$ cat config.mk
export PLATFORM = sky130hd
export DESIGN_NAME = uart_tx
export DESIGN_NICKNAME = d
export VERILOG_FILES = /design/src/rtl/uart_tx.sv
export SDC_FILE = /design/constraint.sdc
export NUM_CORES = 1
export LEC_CHECK = 0
export CELL_PAD_IN_SITES_DETAIL_PLACEMENT = 0
export CELL_PAD_IN_SITES_GLOBAL_PLACEMENT = 2
export CORE_MARGIN = 4
export CORE_UTILIZATION = 37
export CTS_CLUSTER_DIAMETER = 50
export DETAILED_ROUTE_END_ITERATION = 8
export GPL_ROUTABILITY_DRIVEN = 0
export MAX_ROUTING_LAYER = met4
export PLACE_DENSITY_LB_ADDON = 0.12
export SLEW_MARGIN = 5
export SYNTH_ARGS = -nofsm -noshare
export SYNTH_HDL_FRONTEND = slang
export SYNTH_SLANG_ARGS = --single-unit
$ cat constraint.sdc
create_clock -name clk -period 5.2 [get_ports clk]
set_clock_uncertainty 0.05 [all_clocks]
set_input_delay 1.3 -clock clk [delete_from_list [all_inputs] [get_ports clk]]
set_output_delay 1.3 -clock clk [all_outputs]
set_load 0.02 [all_outputs]
$ cat src/rtl/uart_tx.sv
// UART transmitter: start bit, 8 data bits LSB first, optional parity, stop bit(s).
// Define UART_TX_STOP2_EN to end every frame with a second stop bit (STOP2 state).
module uart_tx (
    input  logic        clk,
    input  logic        rstn,
    input  logic        enable,
    input  logic        fill,
    input  logic [7:0]  tx_data,
    input  logic [1:0]  parity,
    input  logic [31:0] div,
    output logic        tx,
    output logic        empty
);

    typedef enum logic [2:0] {
        IDLE   = 3'd0,
        START  = 3'd1,
        DATA   = 3'd2,
        PARITY = 3'd3,
        STOP   = 3'd4
`ifdef UART_TX_STOP2_EN
        ,
        STOP2  = 3'd5
`endif
    } state_t;

    state_t      state_q;
    logic [31:0] cnt_q;
    logic [31:0] period_q;
    logic [2:0]  idx_q;
    logic [7:0]  shift_q;
    logic        par_en_q;
    logic        par_bit_q;
    logic        tx_q;
    logic        empty_q;
    logic        bit_end_s;

    // Even mode sends the XOR of the data bits, odd mode its inverse.
    function automatic logic parity_bit(input logic [7:0] data, input logic [1:0] mode);
        return (^data) ^ (mode == 2'b10);
    endfunction

    assign tx    = tx_q;
    assign empty = empty_q;

    // period_q is never below 1 while framing, so period_q - 1 cannot wrap.
    assign bit_end_s = (cnt_q == (period_q - 32'd1));

    // Frame sequencer: state, bit timing, shift register and registered line outputs.
    always_ff @(posedge clk or negedge rstn) begin
        if (!rstn) begin
            state_q   <= IDLE;
            cnt_q     <= 32'd0;
            period_q  <= 32'd0;
            idx_q     <= 3'd0;
            shift_q   <= 8'd0;
            par_en_q  <= 1'b0;
            par_bit_q <= 1'b0;
            tx_q      <= 1'b1;
            empty_q   <= 1'b0;
        end else if (!enable) begin
            state_q <= IDLE;
            cnt_q   <= 32'd0;
            idx_q   <= 3'd0;
            tx_q    <= 1'b1;
            empty_q <= 1'b0;
        end else begin
            case (state_q)
                IDLE: begin
                    cnt_q <= 32'd0;
                    idx_q <= 3'd0;
                    if (empty_q && fill) begin
                        state_q   <= START;
                        shift_q   <= tx_data;
                        period_q  <= (div == 32'd0) ? 32'd1 : div;
                        par_en_q  <= parity[0] ^ parity[1];
                        par_bit_q <= parity_bit(tx_data, parity);
                        tx_q      <= 1'b0;
                        empty_q   <= 1'b0;
                    end else begin
                        tx_q    <= 1'b1;
                        empty_q <= 1'b1;
                    end
                end
                START: begin
                    if (bit_end_s) begin
                        state_q <= DATA;
                        cnt_q   <= 32'd0;
                        tx_q    <= shift_q[0];
                        shift_q <= {1'b0, shift_q[7:1]};
                    end else begin
                        cnt_q <= cnt_q + 32'd1;
                    end
                end
                DATA: begin
                    if (!bit_end_s) begin
                        cnt_q <= cnt_q + 32'd1;
                    end else if (idx_q == 3'd7) begin
                        cnt_q <= 32'd0;
                        idx_q <= 3'd0;
                        if (par_en_q) begin
                            state_q <= PARITY;
                            tx_q    <= par_bit_q;
                        end else begin
                            state_q <= STOP;
                            tx_q    <= 1'b1;
                        end
                    end else begin
                        cnt_q   <= 32'd0;
                        idx_q   <= idx_q + 3'd1;
                        tx_q    <= shift_q[0];
                        shift_q <= {1'b0, shift_q[7:1]};
                    end
                end
                PARITY: begin
                    if (bit_end_s) begin
                        state_q <= STOP;
                        cnt_q   <= 32'd0;
                        tx_q    <= 1'b1;
                    end else begin
                        cnt_q <= cnt_q + 32'd1;
                    end
                end
                STOP: begin
                    if (bit_end_s) begin
                        cnt_q <= 32'd0;
`ifdef UART_TX_STOP2_EN
                        state_q <= STOP2;
`else
                        state_q <= IDLE;
                        empty_q <= 1'b1;
`endif
                    end else begin
                        cnt_q <= cnt_q + 32'd1;
                    end
                end
`ifdef UART_TX_STOP2_EN
                STOP2: begin
                    if (bit_end_s) begin
                        state_q <= IDLE;
                        cnt_q   <= 32'd0;
                        empty_q <= 1'b1;
                    end else begin
                        cnt_q <= cnt_q + 32'd1;
                    end
                end
`endif
                default: begin
                    state_q <= IDLE;
                    cnt_q   <= 32'd0;
                    idx_q   <= 3'd0;
                    tx_q    <= 1'b1;
                    empty_q <= 1'b0;
                end
            endcase
        end
    end

endmodule

**Word-level counts from Yosys, hierarchy flattened**

Index checks and enable logic that the tools add are counted.
W data, S select, Z words.

- Input bits: 46
- Bits in registers: 82
- Logic and storage cells: 80
- Output and inout port bits: 2

- Equal/unequal tests: 20
- Add/sub/neg operators: 3
- Bitwise gates (word level): 2
- Reductions and logical operators: 14
- Multiplexer cells: 32

Operators with widths:

| kind | count |
|---|---|
| $mux W32 | 4 |
| $mux W3 | 11 |
| $add A32 B1 Y32 const B | 1 |
| $eq A32 B32 Y1 | 1 |
| $logic_not A32 Y1 | 1 |
| $mux W8 | 4 |
| $sub A32 B1 Y32 const B | 1 |
| $pmux W8 S3 | 1 |
| $ne A3 B3 Y1 const B | 6 |
| $pmux W3 S5 | 1 |
| $ne A2 B2 Y1 const B | 7 |
| $reduce_and A6 Y1 | 2 |
| $mux W1 | 8 |
| $reduce_xor A8 Y1 | 1 |
| $eq A3 B2 Y1 const B | 2 |
| $eq A3 B3 Y1 const B | 2 |
| $pmux W3 S2 | 1 |
| $reduce_or A3 Y1 | 2 |
| $pmux W1 S5 | 1 |
| $reduce_and A2 Y1 | 2 |
| $reduce_and A4 Y1 | 1 |
| $reduce_or A4 Y1 | 1 |
| $add A3 B1 Y3 const B | 1 |
| $eq A3 B1 Y1 const B | 1 |
| 7 further kinds | 8 |

**Longest topological paths before layout**

Gate-level depths: netlist of the first run.

- Depth in word-level cells: 5
- Depth in mapped cells: 15
- Depth with buffers taken out: 11

**Worst setup path before layout of the first run**

No wires, ideal clock.

- Kind: reg-to-reg
- Start point: register period_q[2]
- End point: register idx_q[1]
- Data arrival time: 3.639 ns
- Data required time: 5.068 ns
- Path buffers: 2
- Path slack: 1.429 ns
- Period minus slack after synthesis: 3.771 ns
- Library setup time: 0.082 ns
- Stages on the path, launching flop included: 11
- Path through: dfrtp_1 > buf_6 > or4_4 > or4b_4 > or4_4 > a2111oi_2 > nand4_1 > or4_1 > clkbuf_2 > or4_4 > o22ai_1

- Longest elaborated chain between the ends: 4

Ends and longest elaborated chain:

| element | RTL line | source |
|---|---|---|
| start: declaration | 29 | `logic [31:0] period_q;` |
| start signal: assignment | 75 | `period_q <= (div == 32'd0) ? 32'd1 : div;` |
| $sub A32 B1 Y32 | 47 | `assign bit_end_s = (cnt_q == (period_q - 32'd1));` |
| $eq A32 B32 Y1 | 47 |  |
| $ne A3 B3 Y1 (no source line) | n/a |  |
| $reduce_and A2 Y1 (no source line) | n/a |  |
| end signal: assignment | 110 | `idx_q <= idx_q + 3'd1;` |
| end: declaration | 30 | `logic [2:0] idx_q;` |

No other way between the ends.
A chain may end at the register's enable or synchronous reset.

**Worst setup path in the final report of the first run**

- Start point: register period_q[2]
- End point: register idx_q[2]

Same word-level chain as after synthesis.

==> impl_metrics.py, run 1 <==
metrics = {
    "routing": {
        "wl_per_cell_um": 17.4,
        "drt_wl_total_mm": 13.1,
        "drtPass1Iterations": 4,
        "vias_per_cell": 5.37,
        "drtIter0Drc": 248,
        "vias": 4052,
        "ant_nets": 0,
        "drcViolationCount": 0,
    },
    "synth": {
        "syn_inst": 531,
        "async_flop_share_pct": 100,
        "synthFlopType": "dfrtp_1",
        "synth_cell_types": 54,
        "synth-seq-area-share_pct": 40.8,
        "synth_area_leaders": "dfrtp_1, xor2_1, mux2_2",
        "syn_area_per_cell_um2": 9.47,
        "syn_area_um2": 5030,
        "syn_nets": 582,
        "yosysTopAreaCell": "dfrtp_1",
        "synthTopCellsByCount": "dfrtp_1, nor2_1, xor2_1",
        "ys_warn_count": 0,
        "ys_seq_elements": 82,
        "yosysTopAreaCellShare_pct": 40.3,
        "yosysMostFrequentCell": "dfrtp_1",
        "synth-edff-count": 0,
    },
    "pwr": {
        "powerDensity_nw_per_um2": 337,
        "switchingPower_uw": 588,
        "vdd_drop_max_mv": 0.236,
        "comb_power_share_pct": 20.9,
        "p_leak_nw": 2.31,
        "p_clk_share_pct": 37.3,
        "pwr-share-seq_pct": 41.9,
        "p_int_mw": 1.45,
        "total_power_mw": 2.03,
        "p_sw_share_pct": 28.9,
    },
    "cts": {
        "cts_setup_buffers": 0,
        "cts.sinks": 82,
        "cts.reportedPaths.clkPinSlew_ns": 0.06,
        "cts_tree": "built",
        "cts_max_level": 3,
        "cts.repair.resized": 0,
        "cts_buffers": 9,
        "cts-root-buf": "clkbuf_16",
        "clock_path_buffers": 2,
        "postCtsHoldBufs": 0,
        "clock_latency_ns": 0.35,
    },
    "global_route": {
        "grt_pass1_wl_mm": 21.8,
        "grt_pass1_vias": 4044,
        "antenna_found_initial": 0,
        "grt_max_degree": 48,
        "grt-ovfl-total": 0,
        "grt_usage_pct": 18.0,
    },
    "timing": {
        "setup_tns_ns": 0,
        "worst_hold_slack_ns": 0.432,
        "setup_viol": 0,
        "fin_crit_sh_pct": 84.4,
        "worst_slew_pin_slew_ns": 0.973,
        "rsz0062_at_grt": "no",
        "fmax_mhz": 228,
        "maxSlewHeadroom_pct": 35.0,
        "fin_crit_ns": 4.39,
        "hold_violations": 0,
        "slew_viol_final": 0,
    },
    "die": {
        "dieArea_um2": 15500,
        "die_height_um": 125,
        "rows": 42,
        "core-area_um2": 13300,
        "num_io_pins": 48,
        "start_util_pct": 37.8,
        "die_x_um": 125,
    },
    "setup_path": {
        "startpoint": "period_q[2]",
        "cp-end-kind": "flop",
        "crit_type": "reg2reg",
        "cp_data_required_time_ns": 5.42,
        "critical_path.reg2reg.startpoint": "period_q[2]",
        "worstPathArrival_ns": 4.60,
        "cp-start-kind": "flop",
        "crit_fanout": 13,
    },
    "run_status": {
        "status": "finished, final reports clean",
    },
    "placed_design": {
        "io_buffers": 47,
        "dp_hpwl_mm": 9.74,
    },
    "flow_run": {
        "max_cap_viol_count": 0,
    },
    "layout": {
        "antennaDiodeCount": 0,
        "syn_to_final_growth_pct": 20.0,
        "final_nets": 625,
        "layout-drive-gt1-share_pct": 11.9,
    },
    "min_path": {
        "worstHoldStart": "idx_q[0]",
        "min_path_type": "reg2reg",
    },
}
==> flip-flops by register name, indices dropped and copies added (netlist names) <==
signal / cells
shift_q: 8
period_q: 32
tx: 1
state_q: 3
empty: 1
par_bit_q: 1
cnt_q: 32
par_en_q: 1
idx_q: 3
==> power by group through the flow <==
stage               Clock, mW  Combinational (mW)  Sequential [mW]
floorplan                   0               0.312            0.819
global placement            0               0.421            0.857
detailed placement          0               0.427            0.861
CTS                     0.781               0.429            0.850
global route            0.809               0.475            0.869
finish                  0.758               0.424            0.852
==> worst max-delay path, stage by stage (launching register included) <==
cell and delay [ns]:
dfrtp_1 0.48, or4_4 0.60, or4b_4 0.54, or4_4 0.51, a2111oi_2 0.36, nand4_1 0.19, or4_1 0.75, buf_4 0.29
or4_1 0.46, o21ai_0 0.09
==> cells by family after synthesis <==
kind of cell,after synthesis,synth area share [%]
fa+ha+maj,5,1.24
mux,38,8.36
xor+xnor,80,13.9
buf+inv,39,3.18
simple gates,227,24.5
compound gates,60,7.94
flops,82,40.8
==> routing by layer <==
metal | up-vias | routed length, µm | GRT usage (%)
li1 | 1999 | - | -
met1 | 1967 | 5970 | 22.2
met2 | 71 | 6450 | 28.9
met3 | 15 | 422 | 4.76
met4 | 0 | 261 | 5.42
met5 | - | 0 | -
==> placed cells by master (no fill, tap or decap), drive strengths merged, types with 13 or more instances in the layout <==
cell type       n
nand4          13
inv            16
nor4           17
nand3          41
mux2           32
xor2           43
dfrtp          81
nor2           58
clkdlybuf4s50  46
o21ai          13
xnor2          37
nand2          24
==> stage by stage <==
step	instance area, µm²	cells	setup slack (ns)	utilization [%]
2_1_floorplan	5030	531	1.43	-
3_3_place_gp	5680	739	0.891	42.8
3_5_place_dp	5680	739	0.822	42.8
4_1_cts	6040	755	0.797	45.4
5_1_grt	6040	755	0.603	45.4
6_report	6040	755	0.812	45.4
==> final timing paths <==
kind | endpoint | slack [ns] | cells past startpoint
min | idx_q[0] | 0.43 | 1
max | idx_q[2] | 0.81 | 9
min in group asynchronous | cnt_q[9] | 0.93 | 1
min reg2reg | idx_q[0] | 0.43 | 1
max reg2reg | idx_q[2] | 0.81 | 9
max in group asynchronous | tx | 3.22 | 2
==> area by class of cell <==
| class | instances | area [µm²] |
|---|---|---|
| Clock buffer | 12 | 256 |
| Clock inverter | 4 | 97.6 |
| Fill cell | 1315 | 7260 |
| Inverter | 16 | 60.1 |
| Multi-Input combinational cell | 410 | 2820 |
| Sequential cell | 82 | 2050 |
| Tap cell | 176 | 220 |
| Timing Repair Buffer | 55 | 528 |
Power figures use the tool's default switching activity.
==> inputs of run 2 (changes only) <==
- CORE_UTILIZATION: 37 -> 33
- clock period: 5.2 -> 3.7 ns (I/O delays scaled with it)
==> run 2 against run 1 <==
  * The flow now finishes with violations (setup timing)
  * Global-route usage shrank 0.96 points
  * Setup slack lost 0.87 ns
  * Clock power grew 13%
  * First-iteration DRC count shrank 8.5%
  * Non-clock buffer count grew 56
  * Combinational power grew 97%
  * Highest routed layer unchanged
==> impl_metrics.py, run 2 (synthesis results as in run 1) <==
metrics = {
    "placed_design": {
        "dp_hpwl_mm": 10.4,
        "placedCellCount": 788,
        "io_buffers": 47,
    },
    "die": {
        "start_util_pct": 34.1,
        "core-area_um2": 14800,
        "dieArea_um2": 17300,
        "die_height_um": 131,
        "die_x_um": 131,
        "num_io_pins": 48,
        "rows": 44,
    },
    "layout": {
        "seqCellArea_um2": 2050,
        "antennaDiodeCount": 0,
        "syn_to_final_growth_pct": 35.2,
        "multi_input_area_um2": 3160,
        "fin_cells": 819,
        "final_nets": 681,
        "reg_top3": "cnt_q: 32 flops, period_q: 32 flops, shift_q: 8 flops",
        "fill_cells": 1414,
        "layout-drive-gt1-share_pct": 26.9,
        "layout_common_cells": "dfrtp_1, buf_4, clkdlybuf4s50_1, xor2_1, xnor2_1",
        "final_common_cell": "dfrtp_1",
    },
    "cts": {
        "cts_max_level": 3,
        "cts_tree": "built",
        "cts-root-buf": "clkbuf_16",
        "cts.sinks": 82,
        "clock_latency_ns": 0.34,
        "cts_buffers": 9,
        "cts.reportedPaths.clkPinSlew_ns": 0.06,
        "clock_path_buffers": 2,
    },
    "routing": {
        "ant_nets": 0,
        "drtIter0Drc": 227,
        "drcViolationCount": 0,
        "wl_per_cell_um": 17.8,
        "drtPass1Iterations": 4,
        "vias_per_cell": 5.26,
        "vias": 4308,
        "drt_wl_total_mm": 14.6,
    },
    "timing": {
        "fin_crit_ns": 3.76,
        "fin_crit_sh_pct": 102,
        "slew_viol_final": 0,
        "worst_hold_slack_ns": 0.432,
        "fmax_mhz": 266,
        "worst_slew_pin_slew_ns": 1.31,
        "setup_slack_ns": -0.0604,
        "hold_violations": 0,
        "maxSlewHeadroom_pct": 12.5,
        "rsz0062_at_grt": "yes",
        "setup_tns_ns": -0.968,
        "setup_viol": 28,
    },
    "global_route": {
        "antenna_found_initial": 0,
        "grt_pass1_wl_mm": 23.0,
        "top_usage_layer": "met2",
        "use_met1_pct": 21.5,
        "grt_usage_pct": 17.0,
        "use_met3_pct": 2.45,
        "grt-ovfl-total": 0,
        "grt_pass1_vias": 4325,
        "use_met2_pct": 28.1,
        "grt_max_degree": 83,
    },
    "run_status": {
        "violations": "setup timing",
        "status": "complete, but fails checks",
    },
    "pwr": {
        "p_int_mw": 1.95,
        "total_power_mw": 2.82,
        "powerDensity_nw_per_um2": 415,
        "p_sw_share_pct": 30.9,
        "switchingPower_uw": 871,
        "p_clk_share_pct": 30.3,
        "comb_power_share_pct": 29.6,
        "vdd_drop_max_mv": 0.205,
        "p_leak_nw": 2.59,
        "pwr-share-seq_pct": 40.1,
    },
    "setup_path": {
        "crit_fanout": 8,
        "cp-start-kind": "flop",
        "reg2reg_depth": 10,
        "worstPathArrival_ns": 3.94,
        "cp-end-kind": "flop",
        "crit_type": "reg2reg",
        "cp_data_required_time_ns": 3.88,
    },
    "min_path": {
        "min_path_type": "reg2reg",
        "holdPathStages": 1,
    },
    "flow_run": {
        "max_cap_viol_count": 0,
    },
}
-- run 2: critical path, cell delays in order, from the launching register on --
cell and delay [ns]:
dfrtp_1 0.37, or4_4 0.54, or4b_4 0.56, or4_4 0.45, a2111oi_4 0.31, nand4_1 0.17
or4_4 0.57, nand4_1 0.20, buf_4 0.18, clkbuf_16 0.20, nor2_2 0.04
-- run 2: power groups by stage --
stage                     sequential [mW]  clock (mW)  combinational [mW]
final                                1.13       0.855               0.835
after global routing                 1.14       0.915               0.924
after CTS                            1.12       0.878               0.819
after detailed placement             1.14           0               0.809
after global placement               1.14           0               0.800
after floorplan                      1.15           0               0.442
-- run 2: stage by stage --
step | utilization (%) | cell area, µm² | setup WS, ns
2_1_floorplan | - | 5040 | -0.0127
3_3_place_gp | 40.8 | 6030 | -0.147
3_5_place_dp | 40.8 | 6030 | -0.221
4_1_cts | 43.4 | 6400 | -0.101
5_1_grt | 46.1 | 6800 | -0.170
6_report | 46.1 | 6800 | -0.0604
-- run 2: path summary, 6_finish.rpt --
kind	start	endpoint	slack, ns
worst max register to register	period_q[6]	cnt_q[0]	-0.06
max in group asynchronous	rstn	cnt_q[21]	2.17
worst min register to register	idx_q[0]	idx_q[0]	0.43
min in group asynchronous	rstn	period_q[9]	0.73
worst max-delay path	period_q[6]	cnt_q[0]	-0.06
worst min-delay path	idx_q[0]	idx_q[0]	0.43
-- run 2: layer usage --
layer / vias to the layer above / routed length [µm] / share of wire (%)
li1: 2102 / - / -
met4: 0 / 270 / 1.9
met2: 73 / 7240 / 50
met5: - / 0 / 0
met1: 2116 / 6610 / 45
met3: 17 / 449 / 3.1
-- run 2: repair_timing --
| action | CTS | global route |
|---|---|---|
| pin swaps | 4 | 45 |
| endpoints found under the setup margin | 46 | 47 |
| setup buffers | 9 | 4 |
| cloned | 0 | 3 |
| hold buffers | 0 | 0 |
| gates resized for setup | 6 | 82 |
| hold endpoints to repair | 0 | 0 |
-- run 2: area by class of cell --
type	instances	area share, %
Clock buffer	15	3.94
Clock inverter	1	0.129
Tap cell	184	3.38
Inverter	16	0.883
Multi-Input combinational cell	410	46.4
Sequential cell	82	30.2
Timing Repair Buffer	111	15.1
==> inputs of run 3 (changes only) <==
- TNS_END_PERCENT: default -> 1
==> run 3 against run 2 <==
  * Critical path depth fell by 1
  * Final cell count fell by 0.85%
  * Via count down 2.4%
  * Setup slack lost 0.0030 ns
  * Cell area down 4.9%
  * Core utilization decreased by 2.2 points
  * Fmax hardly changed
  * Flip-flop and latch count unchanged
  * Power fell by 1.0%
  * The flow still finishes with violations (setup timing)
  * Non-clock buffer count is 7 lower
==> impl_metrics.py, run 3 (synthesis results as in run 1) <==
metrics = {
    "cts": {
        "clock_path_buffers": 2,
        "cts.sinks": 82,
        "cts-root-buf": "clkbuf_16",
        "cts_buffers": 9,
        "cts_tree": "built",
        "cts_max_level": 3,
        "clock_latency_ns": 0.34,
        "cts.reportedPaths.clkPinSlew_ns": 0.06,
    },
    "setup_path": {
        "cp-end-kind": "flop",
        "crit_type": "reg2reg",
        "crit_fanout": 7,
        "worstPathArrival_ns": 3.98,
        "cp_data_required_time_ns": 3.92,
        "reg2reg_depth": 9,
        "cp-start-kind": "flop",
    },
    "die": {
        "die_x_um": 131,
        "core-area_um2": 14800,
        "dieArea_um2": 17300,
        "start_util_pct": 34.1,
        "num_io_pins": 48,
        "rows": 44,
        "die_height_um": 131,
    },
    "pwr": {
        "switchingPower_uw": 854,
        "comb_power_share_pct": 29.1,
        "vdd_drop_max_mv": 0.206,
        "pwr-share-seq_pct": 40.5,
        "powerDensity_nw_per_um2": 431,
        "p_sw_share_pct": 30.6,
        "p_int_mw": 1.94,
        "p_leak_nw": 2.53,
        "total_power_mw": 2.79,
        "p_clk_share_pct": 30.4,
    },
    "layout": {
        "layout-drive-gt1-share_pct": 21.2,
        "antennaDiodeCount": 0,
        "reg_top3": "cnt_q: 32 flops, period_q: 32 flops, shift_q: 8 flops",
        "layout_common_cells": "dfrtp_1, nor2_1, buf_4, clkdlybuf4s50_1, xor2_1",
        "final_common_cell": "dfrtp_1",
        "syn_to_final_growth_pct": 28.7,
        "final_nets": 674,
    },
    "timing": {
        "worst_slew_pin_slew_ns": 1.34,
        "fin_crit_ns": 3.76,
        "fmax_mhz": 266,
        "setup_slack_ns": -0.0634,
        "fin_crit_sh_pct": 102,
        "setup_viol": 3,
        "rsz0062_at_grt": "yes",
        "slew_viol_final": 0,
        "worst_hold_slack_ns": 0.432,
        "setup_tns_ns": -0.143,
        "maxSlewHeadroom_pct": 10.7,
        "hold_violations": 0,
    },
    "routing": {
        "wl_per_cell_um": 17.2,
        "ant_nets": 0,
        "drtIter0Drc": 205,
        "drtPass1Iterations": 4,
        "vias_per_cell": 5.18,
        "vias": 4205,
        "drcViolationCount": 0,
        "drt_wl_total_mm": 14.0,
    },
    "global_route": {
        "grt_max_degree": 83,
        "use_met3_pct": 2.41,
        "grt_usage_pct": 17.0,
        "grt_pass1_wl_mm": 23.0,
        "top_usage_layer": "met2",
        "antenna_found_initial": 0,
        "use_met2_pct": 28.2,
        "use_met1_pct": 21.5,
        "grt-ovfl-total": 0,
        "grt_pass1_vias": 4318,
    },
    "flow_run": {
        "max_cap_viol_count": 0,
    },
    "min_path": {
        "holdPathStages": 1,
        "min_path_type": "reg2reg",
    },
    "run_status": {
        "status": "complete, but fails checks",
        "violations": "setup timing",
    },
    "placed_design": {
        "preCtsSetupSlack_ns": -0.221,
        "dp_hpwl_mm": 10.4,
        "io_buffers": 47,
    },
}
## run 3: stage by stage
step                util [%]  area, µm²  cells
floorplan                  -       5040    531
global placement        40.8       6030    788
detailed placement      40.8       6030    788
CTS                     43.3       6380    812
global route            43.9       6470    812
finish                  43.9       6470    812
## run 3: final timing paths
kind | startpoint | to | slack (ns)
worst max-delay path | period_q[6] | state_q[2] | -0.06
worst min-delay path | idx_q[0] | idx_q[0] | 0.43
worst max register to register | period_q[6] | state_q[2] | -0.06
worst min register to register | idx_q[0] | idx_q[0] | 0.43
max in group asynchronous | rstn | cnt_q[21] | 2.19
min in group asynchronous | rstn | period_q[9] | 0.73
## run 3: per-layer routing
layer	wire length, µm	up-vias	part of all wire (%)
li1	-	2088	-
met2	6950	59	50
met5	0	-	0
met4	172	0	1.2
met3	428	10	3.1
met1	6410	2048	46
## run 3: critical path, cell delays in order (launching register included)
cell,delay [ns]
dfrtp_1,0.37
or4_4,0.54
or4b_4,0.56
or4_4,0.46
a2111oi_4,0.31
nand4_1,0.17
or4_4,0.57
buf_6,0.15
or3b_1,0.36
a21boi_1,0.14
## run 3: layout make-up
class | instances | area (µm²)
fillers | 1437 | 8280
multi-input cells | 410 | 2930
flip-flops and latches | 82 | 2050
repair buffers | 104 | 925
clock buffers | 15 | 268
well taps | 184 | 230
inverters | 16 | 60.1
clock inverters | 1 | 8.76
## run 3: timing repair
item,4_1_cts,5_1_grt
endpoints found under the setup margin,46,47
setup buffers,8,0
pin swaps,4,19
hold buffers,0,0
gates resized for setup,4,20
## run 3: power groups by stage
stage          Clock (mW)  Combinational [mW]  Sequential [mW]
3_5_place_dp            0               0.809             1.14
4_1_cts             0.878               0.815             1.12
5_1_grt             0.915               0.901             1.14
2_1_floorplan           0               0.442             1.15
6_report            0.849               0.811             1.13
3_3_place_gp            0               0.800             1.14
